### src/rtl/alu_muldiv.sv
// RV32I/RV64I integer execute unit: one-cycle ALU, fixed-latency multiply and a
// one-bit-per-cycle restoring divider, all behind a valid/ready handshake.
module alu_muldiv #(
  parameter int XLEN       = 32,
  parameter int MUL_STAGES = 2
) (
  input  logic            clk,
  input  logic            rst_n,
  input  logic            flush,
  input  logic            in_valid,
  output logic            in_ready,
  input  logic            use_imm,
  input  logic [2:0]      funct3,
  input  logic [6:0]      funct7,
  input  logic [XLEN-1:0] operand_a,
  input  logic [XLEN-1:0] operand_b,
  input  logic [XLEN-1:0] imm,
  output logic            out_valid,
  input  logic            out_ready,
  output logic [XLEN-1:0] result,
  output logic            busy
);
  localparam int SHW = $clog2(XLEN);
  localparam int CW  = $clog2(XLEN + 1);
  localparam logic [CW-1:0]   DIV_LAST = CW'(XLEN - 1);
  localparam logic [CW-1:0]   MUL_LAST = CW'((MUL_STAGES > 1) ? MUL_STAGES - 2 : 0);
  localparam logic [XLEN-1:0] MOST_NEG = {1'b1, {(XLEN-1){1'b0}}};

  typedef enum logic [1:0] {S_IDLE, S_MUL, S_DIV, S_DONE} state_e;

  state_e          state_q, state_d;
  logic [XLEN-1:0] result_q, result_d;
  logic [XLEN-1:0] op_a_q, op_a_d, op_b_q, op_b_d;
  logic [1:0]      f3_q, f3_d;
  logic [XLEN-1:0] quo_q, quo_d, rem_q, rem_d, dvs_q, dvs_d;
  logic            neg_quo_q, neg_quo_d, neg_rem_q, neg_rem_d;
  logic [CW-1:0]   cnt_q, cnt_d;

  logic            accept, is_mop;
  logic [XLEN-1:0] b_sel;

  assign in_ready  = rst_n && !flush &&
                     ((state_q == S_IDLE) || ((state_q == S_DONE) && out_ready));
  assign accept    = in_valid && in_ready;
  assign b_sel     = use_imm ? imm : operand_b;
  assign is_mop    = !use_imm && (funct7 == 7'b0000001);
  assign out_valid = (state_q == S_DONE);
  assign busy      = (state_q == S_MUL) || (state_q == S_DIV);
  assign result    = result_q;

  // Multiplier operands are the live inputs on the accept cycle, the captured copy afterwards.
  always_comb begin
    op_a_d = accept ? operand_a : op_a_q;
    op_b_d = accept ? b_sel : op_b_q;
    f3_d   = accept ? funct3[1:0] : f3_q;
  end

  logic [XLEN-1:0] alu_res;
  logic [SHW-1:0]  shamt;
  always_comb begin
    shamt   = b_sel[SHW-1:0];
    alu_res = '0;
    case (funct3)
      3'b000:  alu_res = (!use_imm && funct7[5]) ? operand_a - b_sel : operand_a + b_sel;
      3'b001:  alu_res = operand_a << shamt;
      3'b010:  alu_res = XLEN'($signed(operand_a) < $signed(b_sel));
      3'b011:  alu_res = XLEN'(operand_a < b_sel);
      3'b100:  alu_res = operand_a ^ b_sel;
      3'b101:  alu_res = funct7[5] ? $unsigned($signed(operand_a) >>> shamt) : operand_a >> shamt;
      3'b110:  alu_res = operand_a | b_sel;
      default: alu_res = operand_a & b_sel;
    endcase
    if (!use_imm && (funct7 != 7'b0000000) && (funct7 != 7'b0100000))
      alu_res = '0;
  end

  // Sign-extending each operand to 2*XLEN gives the exact low 2*XLEN product bits
  // for every signed/unsigned pairing.
  logic            mul_sa, mul_sb;
  logic [2*XLEN-1:0] prod;
  logic [XLEN-1:0] mul_res;
  always_comb begin
    mul_sa  = (f3_d != 2'b11) && op_a_d[XLEN-1];
    mul_sb  = (f3_d == 2'b01) && op_b_d[XLEN-1];
    prod    = {{XLEN{mul_sa}}, op_a_d} * {{XLEN{mul_sb}}, op_b_d};
    mul_res = (f3_d == 2'b00) ? prod[XLEN-1:0] : prod[2*XLEN-1:XLEN];
  end

  logic            div_signed, a_neg, b_neg, div_by_zero, div_ovf;
  logic [XLEN-1:0] a_mag, b_mag, fast_res, quo_next, rem_next, div_res;
  logic [XLEN:0]   trial, diff;
  always_comb begin
    div_signed  = !funct3[0];
    a_neg       = div_signed && operand_a[XLEN-1];
    b_neg       = div_signed && b_sel[XLEN-1];
    a_mag       = a_neg ? -operand_a : operand_a;
    b_mag       = b_neg ? -b_sel : b_sel;
    div_by_zero = (b_sel == '0);
    div_ovf     = div_signed && (operand_a == MOST_NEG) && (b_sel == '1);
    if (div_by_zero) fast_res = funct3[1] ? operand_a : '1;
    else             fast_res = funct3[1] ? '0 : MOST_NEG;
    // Partial remainder needs one extra bit before the trial subtraction.
    trial = {rem_q, quo_q[XLEN-1]};
    diff  = trial - {1'b0, dvs_q};
    if (!diff[XLEN]) begin
      rem_next = diff[XLEN-1:0];
      quo_next = {quo_q[XLEN-2:0], 1'b1};
    end else begin
      rem_next = trial[XLEN-1:0];
      quo_next = {quo_q[XLEN-2:0], 1'b0};
    end
    if (f3_q[1]) div_res = neg_rem_q ? -rem_next : rem_next;
    else         div_res = neg_quo_q ? -quo_next : quo_next;
  end

  always_comb begin
    // NOTE: every _d gets its hold value first so no path through this block can infer a latch.
    state_d   = state_q;
    result_d  = result_q;
    quo_d     = quo_q;
    rem_d     = rem_q;
    dvs_d     = dvs_q;
    neg_quo_d = neg_quo_q;
    neg_rem_d = neg_rem_q;
    cnt_d     = cnt_q;
    case (state_q)
      S_MUL: begin
        if (cnt_q == MUL_LAST) begin
          state_d  = S_DONE;
          result_d = mul_res;
        end else begin
          cnt_d = cnt_q + 1'b1;
        end
      end
      S_DIV: begin
        quo_d = quo_next;
        rem_d = rem_next;
        cnt_d = cnt_q + 1'b1;
        if (cnt_q == DIV_LAST) begin
          state_d  = S_DONE;
          result_d = div_res;
        end
      end
      S_DONE:  if (out_ready) state_d = S_IDLE;
      default: ;
    endcase
    if (accept) begin
      cnt_d = '0;
      if (is_mop && !funct3[2]) begin
        if (MUL_STAGES > 1) begin
          state_d = S_MUL;
        end else begin
          state_d  = S_DONE;
          result_d = mul_res;
        end
      end else if (is_mop && (div_by_zero || div_ovf)) begin
        state_d  = S_DONE;
        result_d = fast_res;
      end else if (is_mop) begin
        state_d   = S_DIV;
        quo_d     = a_mag;
        rem_d     = '0;
        dvs_d     = b_mag;
        neg_quo_d = a_neg ^ b_neg;
        neg_rem_d = a_neg;
      end else begin
        state_d  = S_DONE;
        result_d = alu_res;
      end
    end
    if (flush) state_d = S_IDLE;
  end

  // NOTE: the register block only copies _d to _q with non-blocking assignments.
  always_ff @(posedge clk or negedge rst_n) begin
    if (!rst_n) begin
      state_q   <= S_IDLE;
      result_q  <= '0;
      op_a_q    <= '0;
      op_b_q    <= '0;
      f3_q      <= '0;
      quo_q     <= '0;
      rem_q     <= '0;
      dvs_q     <= '0;
      neg_quo_q <= 1'b0;
      neg_rem_q <= 1'b0;
      cnt_q     <= '0;
    end else begin
      state_q   <= state_d;
      result_q  <= result_d;
      op_a_q    <= op_a_d;
      op_b_q    <= op_b_d;
      f3_q      <= f3_d;
      quo_q     <= quo_d;
      rem_q     <= rem_d;
      dvs_q     <= dvs_d;
      neg_quo_q <= neg_quo_d;
      neg_rem_q <= neg_rem_d;
      cnt_q     <= cnt_d;
    end
  end
endmodule

### config.mk
export PLATFORM = sky130hd
export DESIGN_NAME = alu_muldiv
export DESIGN_NICKNAME = d
export VERILOG_FILES = /design/src/rtl/alu_muldiv.sv
export SDC_FILE = /design/constraint.sdc
export NUM_CORES = 2
export LEC_CHECK = 0
export CELL_PAD_IN_SITES_DETAIL_PLACEMENT = 1
export CELL_PAD_IN_SITES_GLOBAL_PLACEMENT = 1
export CORE_ASPECT_RATIO = 1.75
export CORE_MARGIN = 4
export CORE_UTILIZATION = 30
export CTS_BUF_LIST = sky130_fd_sc_hd__clkbuf_4
export CTS_CLUSTER_SIZE = 30
export DETAILED_ROUTE_END_ITERATION = 6
export DONT_BUFFER_PORTS = 1
export PLACE_DENSITY = 0.57
export SYNTH_ARGS = -nofsm -noshare
export SYNTH_HDL_FRONTEND = slang
export SYNTH_SLANG_ARGS = --single-unit
### constraint.sdc
create_clock -name clk -period 30.1 [get_ports clk]
set_input_delay 4.515 -clock clk [delete_from_list [all_inputs] [get_ports clk]]
set_output_delay 4.515 -clock clk [all_outputs]
set_load 0.1 [all_outputs]
-- Word level (Yosys, flattened, before mapping)
Cells that the tools add are included.
- reduce and logical (&&, ||, !) cells: 34
- $add $sub $neg: 8
- bitwise operators: 6
- eq/ne operators: 20
- $lt $le $gt $ge: 2
- mux-type cells: 48
- $mul: 1
- shifts and indexed selects: 3
- operator list (kind ; count):
    32-bit 2-to-1 mux ; 32
    32-bit one-hot mux with 7 select lines ; 1
    32-bit negator ; 4
    32-bit equality test, second input constant ; 2
    32-bit less-than comparator ; 2
    33-bit by 33-bit multiplier with 64-bit output ; 1
    32-bit one-hot mux with 2 select lines ; 1
    33-bit by 32-bit subtractor with 33-bit output ; 1
    32-bit adder ; 1
    32-bit AND ; 1
    32-bit zero test ; 1
    32-bit OR ; 1
    32-bit by 5-bit << shifter with 32-bit output ; 1
    32-bit by 5-bit right shift with 32-bit output ; 1
    32-bit by 5-bit >>> shifter with 32-bit output ; 1
    32-bit subtractor ; 1
    32-bit XOR ; 1
    1-bit logical AND ; 16
    2-bit 2-to-1 mux ; 7
    6-bit 2-to-1 mux ; 2
    6-bit one-hot mux with 2 select lines ; 1
    3-bit equality test, second input constant ; 3
    4-bit by 3-bit inequality test with 1-bit output, second input constant ; 2
    4-bit AND reduction ; 2
    other kinds (24) ; 36
- logic and storage cells: 133
- register bits after elaboration: 204
- bits of input ports: 112
- output and inout port bits: 35

-- Longest topological paths before layout
- word-level depth: 16
- gate-level depth with buffers: 43
- depth with buffers taken out: 38

-- Least setup slack after synthesis
No wires, ideal clock.
- kind: input to register
- start point: input out_ready
- end point: register result_q[25] (netlist: result[25])
- arrival: 16468 ps
- buffers on the path: 3
- setup time: 84 ps
- stages: 34
- setup slack: 13548 ps
- required time: 30016 ps
- path through: a21oi_1 -> nor3b_1 -> nand2_1 -> clkbuf_1 -> a21oi_1 -> clkinv_1 -> o21ai_1 -> clkbuf_1 -> nor2_1 -> fa_1 -> fa_1 -> fa_1 -> fa_1 -> inv_1 -> fa_1 -> inv_1 -> fa_1 -> inv_1 -> fa_1 -> fa_1 -> inv_1 -> ha_1 -> clkbuf_1 -> nand4_1 -> nor3_1 -> a2111oi_0 -> a21oi_1 -> a211oi_1 -> a21oi_1 -> a21oi_1 -> or4b_2 -> a31oi_1 -> a2111oi_0 -> o21ai_0
- word-level cells in the longest chain between the ends: 15
- elaborated cells between the ends (all ways): 20
- those cells by class: 1 x mul; 2 x eq/ne; 10 x mux; 7 x reduce/logical
- ends and longest elaborated chain (item ; RTL line ; source):
    start: declaration ; 19 ; input logic out_ready,
    1-bit logical AND * ; 43 ; ((state_q == S_IDLE) || ((state_q == S_DONE) && out_ready));
    1-bit logical OR * ; 43 ;
    1-bit logical AND * ; 42 ; assign in_ready = rst_n && !flush &&
    net in_ready ; 11 ; output logic in_ready,
    1-bit logical AND * ; 44 ; assign accept = in_valid && in_ready;
    2-bit 2-to-1 mux ; 55 ; f3_d = accept ? funct3[1:0] : f3_q;
    2-bit inequality test or 2-bit by 1-bit equality test with 1-bit output (tied branches) ; 83, 84 ;
    1-bit logical AND, on equally long branches ; 83, 84 ;
    33-bit by 33-bit multiplier with 64-bit output ; 85 ; prod = {{XLEN{mul_sa}}, op_a_d} * {{XLEN{mul_sb}}, op_b_d};
    32-bit 2-to-1 mux ; 86 ; mul_res = (f3_d == 2'b00) ? prod[XLEN-1:0] : prod[2*XLEN-1:XLEN];
    32-bit 2-to-1 mux ; 128 ; if (cnt_q == MUL_LAST) begin
    32-bit one-hot mux with 2 select lines ; 126 ; case (state_q)
    32-bit 2-to-1 mux ; 159 ; end else if (is_mop) begin
    32-bit 2-to-1 mux ; 156 ; end else if (is_mop && (div_by_zero || div_ovf)) begin
    32-bit 2-to-1 mux ; 149 ; if (is_mop && !funct3[2]) begin
    32-bit 2-to-1 mux * ; 147 ; if (accept) begin
    net result_d[25] ; 32 ; logic [XLEN-1:0] result_q, result_d;
    end signal: assignment ; 190 ; result_q <= result_d;
    end: declaration ; 32 ;
The timed path passes the listed nets; every way through them passes the cells marked *.
A chain may end at the register's enable or synchronous reset.

-- Worst setup path in the final report
- start point: input rst_n
- end point: register result_q[25] (netlist: result[25])
- word-level cells in the longest chain between the ends: 14
- elaborated cells between the ends (all ways): 19
- those cells by class: 1 x mul; 2 x eq/ne; 10 x mux; 6 x reduce/logical
- ends and longest elaborated chain (item ; RTL line ; source):
    start: declaration ; 8 ; input logic rst_n,
    1-bit logical AND * (2 in series) ; 42 ;
    1-bit logical AND * ; 44 ;
    2-bit 2-to-1 mux ; 55 ;
    2-bit inequality test or 2-bit by 1-bit equality test with 1-bit output (tied branches) ; 83, 84 ;
    1-bit logical AND, on equally long branches ; 83, 84 ;
    33-bit by 33-bit multiplier with 64-bit output ; 85 ;
    32-bit 2-to-1 mux ; 86 ;
    32-bit 2-to-1 mux ; 128 ;
    32-bit one-hot mux with 2 select lines ; 126 ;
    32-bit 2-to-1 mux ; 159 ;
    32-bit 2-to-1 mux ; 156 ;
    32-bit 2-to-1 mux ; 149 ;
    32-bit 2-to-1 mux * ; 147 ;
    net result_d[25] ; 32 ;
Marked as above.

==> run_results.csv <==
group,metric,value,unit
yosys,synth_edf_count,0,
sta,finalSetupTns,0,ns
cells_and_area,seqCellArea,0.00510,mm^2
sta,slew_violations,0,
yosys,syn-cell-area,0.0612,mm^2
critical_path,cp_num_buf_inv,10,
detailed_routing,vias,56000,
critical_path,regToRegSetupSlack,16.08,ns
outcome,status,"finished, final reports clean",
critical_path,reg2reg_from,"state_q[1]",
sta,fin_crit,17.01,ns
die,floorplan.initialDensity,30.1,%
clock_network,hold_buffers,0,
critical_path,path_max_fanout,205,
clock_network,tritoncts,"built",
die,die_h,606,um
placement,place.gp.congestion,1.01,
yosys,avgSynthCellArea,8.20,um^2
critical_path,crit_family,"adder cells",
sta,fmax,58.8,MHz
global_routing,grt.total_usage,30.8,%
global_routing,grt_pass1_vias,62600,
worst_hold_path,hold_start,"dvs_q[9]",
die,fp-row-count,219,
clock_network,cts_num_sinks,204,
worst_hold_path,hold_class,"reg -> reg",
detailed_routing,drc,0,
detailed_routing,routedWlPerCell,32.3,um
critical_path,start_kind,"input port",
yosys,yosysMostFrequentCell,"inv_1",
yosys,synth_cells,7467,
clock_network,clk-insertion-delay-late,0.90,ns
critical_path,critical_path_class,"in -> reg",
yosys,synth_top_area_cell,"fa_1",
yosys,netlist.area_leader.share,36.9,%
detailed_routing,wl,326000,um
clock_network,clk_pin_slew_worst_paths,0.07,ns
clock_network,cts_max_path_buffers,3,
yosys,syn_nets,9088,
global_routing,grt_start_max_net_pins,206,
yosys,synth.distinct_cells,89,
worst_hold_path,hold_path_depth,2,
sta,setup_viol,0,
sta,relSlewSlack,3.99,%
yosys,yosysWarnings,0,
clock_network,cts_root_buf,"clkbuf_4",
cells_and_area,area_growth,7.91,%
yosys,synth_commonest_cells,"1367 x inv_1, 1128 x fa_1, 1125 x nand2_1",
critical_path,slowest_stage,"fa_1",
critical_path,required,30.85,ns
sta,hold_viol_final,0,
critical_path,setup.worst_path.end_class,"flip-flop",
critical_path,r2r_cells,38,
detailed_routing,vias_per_cell,5.55,
yosys,ys_async_sr_fraction,100,%
global_routing,overflow,0,
clock_network,cts_buffers,60,
sta,finClkSkew,0.0687,ns
worst_hold_path,holdPathEnd,"dvs_q[9]",
die,ios,147,
global_routing,antenna_found_initial,35,
die,die_x,350,um
cells_and_area,multi_input_area,0.0498,mm^2
sta,rsz0062_at_grt,"no",
critical_path,cp.arrival,17.76,ns
sta,worstMarginPinSlew,1.43,ns
die,die_area,0.212,mm^2
critical_path,cpPeakStageDelay,0.96,ns
yosys,ys_top_cells_by_area,"fa_1 37%, inv_1 8.4%, dfrtp_1 8.3%",
detailed_routing,first_pass_iters,6,
cells_and_area,nets,8994,
yosys,synth_flop_cell,"dfrtp_1",
cells_and_area,n_fill_cell,24300,
sta,finalCritPeriodShare,56.5,%
clock_network,htreeDepth,2,
flow_run,cap_violations,0,
die,core,0.203,mm^2
placement,portBuffers,0,
clock_network,cts_setup_buffers,0,
yosys,synth-seq-area-share,8.34,%
global_routing,grt_first_pass_wirelength,462000,um
critical_path,r2r_end,"result[25]",
detailed_routing,ant_nets,0,
placement,dp.final_hpwl,263000,um
clock_network,cts_resized,0,
cells_and_area,drive_above_1_share,6.25,%
detailed_routing,drtIter0Drc,3683,
yosys,ys_ff_latch,204,
## cell type report
| class | count | area share, % |
|---|---|---|
| Timing Repair Buffer | 229 | 2.73 |
| Sequential cell | 204 | 7.73 |
| Inverter | 1403 | 7.97 |
| Clock inverter | 25 | 0.195 |
| Antenna cell | 27 | 0.102 |
| Tap cell | 2652 | 5.02 |
| Multi-Input combinational cell | 5475 | 75.3 |
| Clock buffer | 83 | 0.943 |
## per-layer routing
layer  routed length (um)  GRT usage [%]  vias up
met2               164000           54.7     2259
met3                18000           6.82     1174
li1                     -              -    23400
met1               101000           28.1    29100
met4                42900           31.9       18
met5                  112              0        -
## sequential cells by signal (all words and copies together), names as in the netlist, 6 cells and up
register / count
dvs_q: 32
result: 32
op_a_q: 32
op_b_q: 32
cnt_q: 6
rem_q: 32
quo_q: 32
## through the flow
stage / util [%] / setup WS [ns] / cell area, um^2 / cells / hold WS (ns)
after floorplan: - / 13.55 / 61200 / 7467 / 0.450
after global placement: 32.0 / 12.85 / 65100 / 9953 / 0.468
after detailed placement: 32.0 / 12.73 / 65100 / 9953 / 0.477
after CTS: 32.4 / 13.66 / 65800 / 10100 / 0.498
after global routing: 32.5 / 12.85 / 66000 / 10100 / 0.531
final: 32.5 / 13.09 / 66100 / 10100 / 0.487
## worst reg2reg max path, delay by kind of cell, from the launching register on
| kind | cells | cell delay, ns |
|---|---|---|
| AOI/OAI and AO/OA | 10 | 2.49 |
| adders and majority gates | 10 | 5.08 |
| DFF | 1 | 0.45 |
| buffers and inverters | 11 | 3.56 |
| and+or+nand+nor | 7 | 2.32 |
## kinds of logic (layout without fill, tap and decap cells)
family | after synthesis | count (layout) | synth area share (%)
AND/OR/NAND/NOR | 2233 | 2233 | 15.5
buffers and inverters | 1788 | 1740 | 11.0
adder cells (fa/ha/maj) | 1509 | 1509 | 44.7
AO/OA/AOI/OAI | 1260 | 1260 | 13.1
XOR/XNOR | 264 | 264 | 3.78
multiplexers | 209 | 209 | 3.62
flip-flops | 204 | 204 | 8.34
other | 0 | 27 | 0
## how the worst max path moves through the flow
stage          startpoint    endpoint  slack (ns)  cells after the start
5_1_grt             rst_n  result[25]       12.85                     35
3_3_place_gp        rst_n  result[25]       12.85                     35
2_1_floorplan   out_ready  result[25]       13.55                     34
6_report            rst_n  result[25]       13.09                     35
4_1_cts             rst_n  result[25]       13.66                     35
3_5_place_dp        rst_n  result[25]       12.73                     35
## cells in the final DEF, fill, tap and decap left out, types with 23 or more instances in the layout
| cell type | n |
|---|---|
| and3_1 | 26 |
| and2_1 | 40 |
| o21a_1 | 31 |
| xor2_1 | 83 |
| clkinv_1 | 37 |
| nor2_1 | 623 |
| buf_4 | 222 |
| inv_2 | 26 |
| xnor2_1 | 178 |
| nand2b_1 | 36 |
| o31ai_1 | 40 |
| dfrtp_1 | 204 |
| o211ai_1 | 71 |
| nand2_1 | 1123 |
| o221ai_1 | 23 |
| o21bai_1 | 31 |
| a21oi_1 | 322 |
| mux2i_1 | 176 |
| nor2b_1 | 51 |
| a21o_1 | 63 |
| nand4_1 | 27 |
| nor4_1 | 29 |
| nor3_1 | 106 |
| or3_1 | 30 |
| ha_1 | 379 |
| o21ai_0 | 318 |
| fa_1 | 1128 |
| clkbuf_4 | 83 |
| diode_2 | 27 |
| a211oi_1 | 49 |
| a31oi_1 | 49 |
| a221oi_1 | 23 |
| nand3_1 | 66 |
| inv_1 | 1359 |
Power is left out: the tool's default activity adds up to more than one toggle a clock period on the data nets, which glitch-free logic cannot reach.
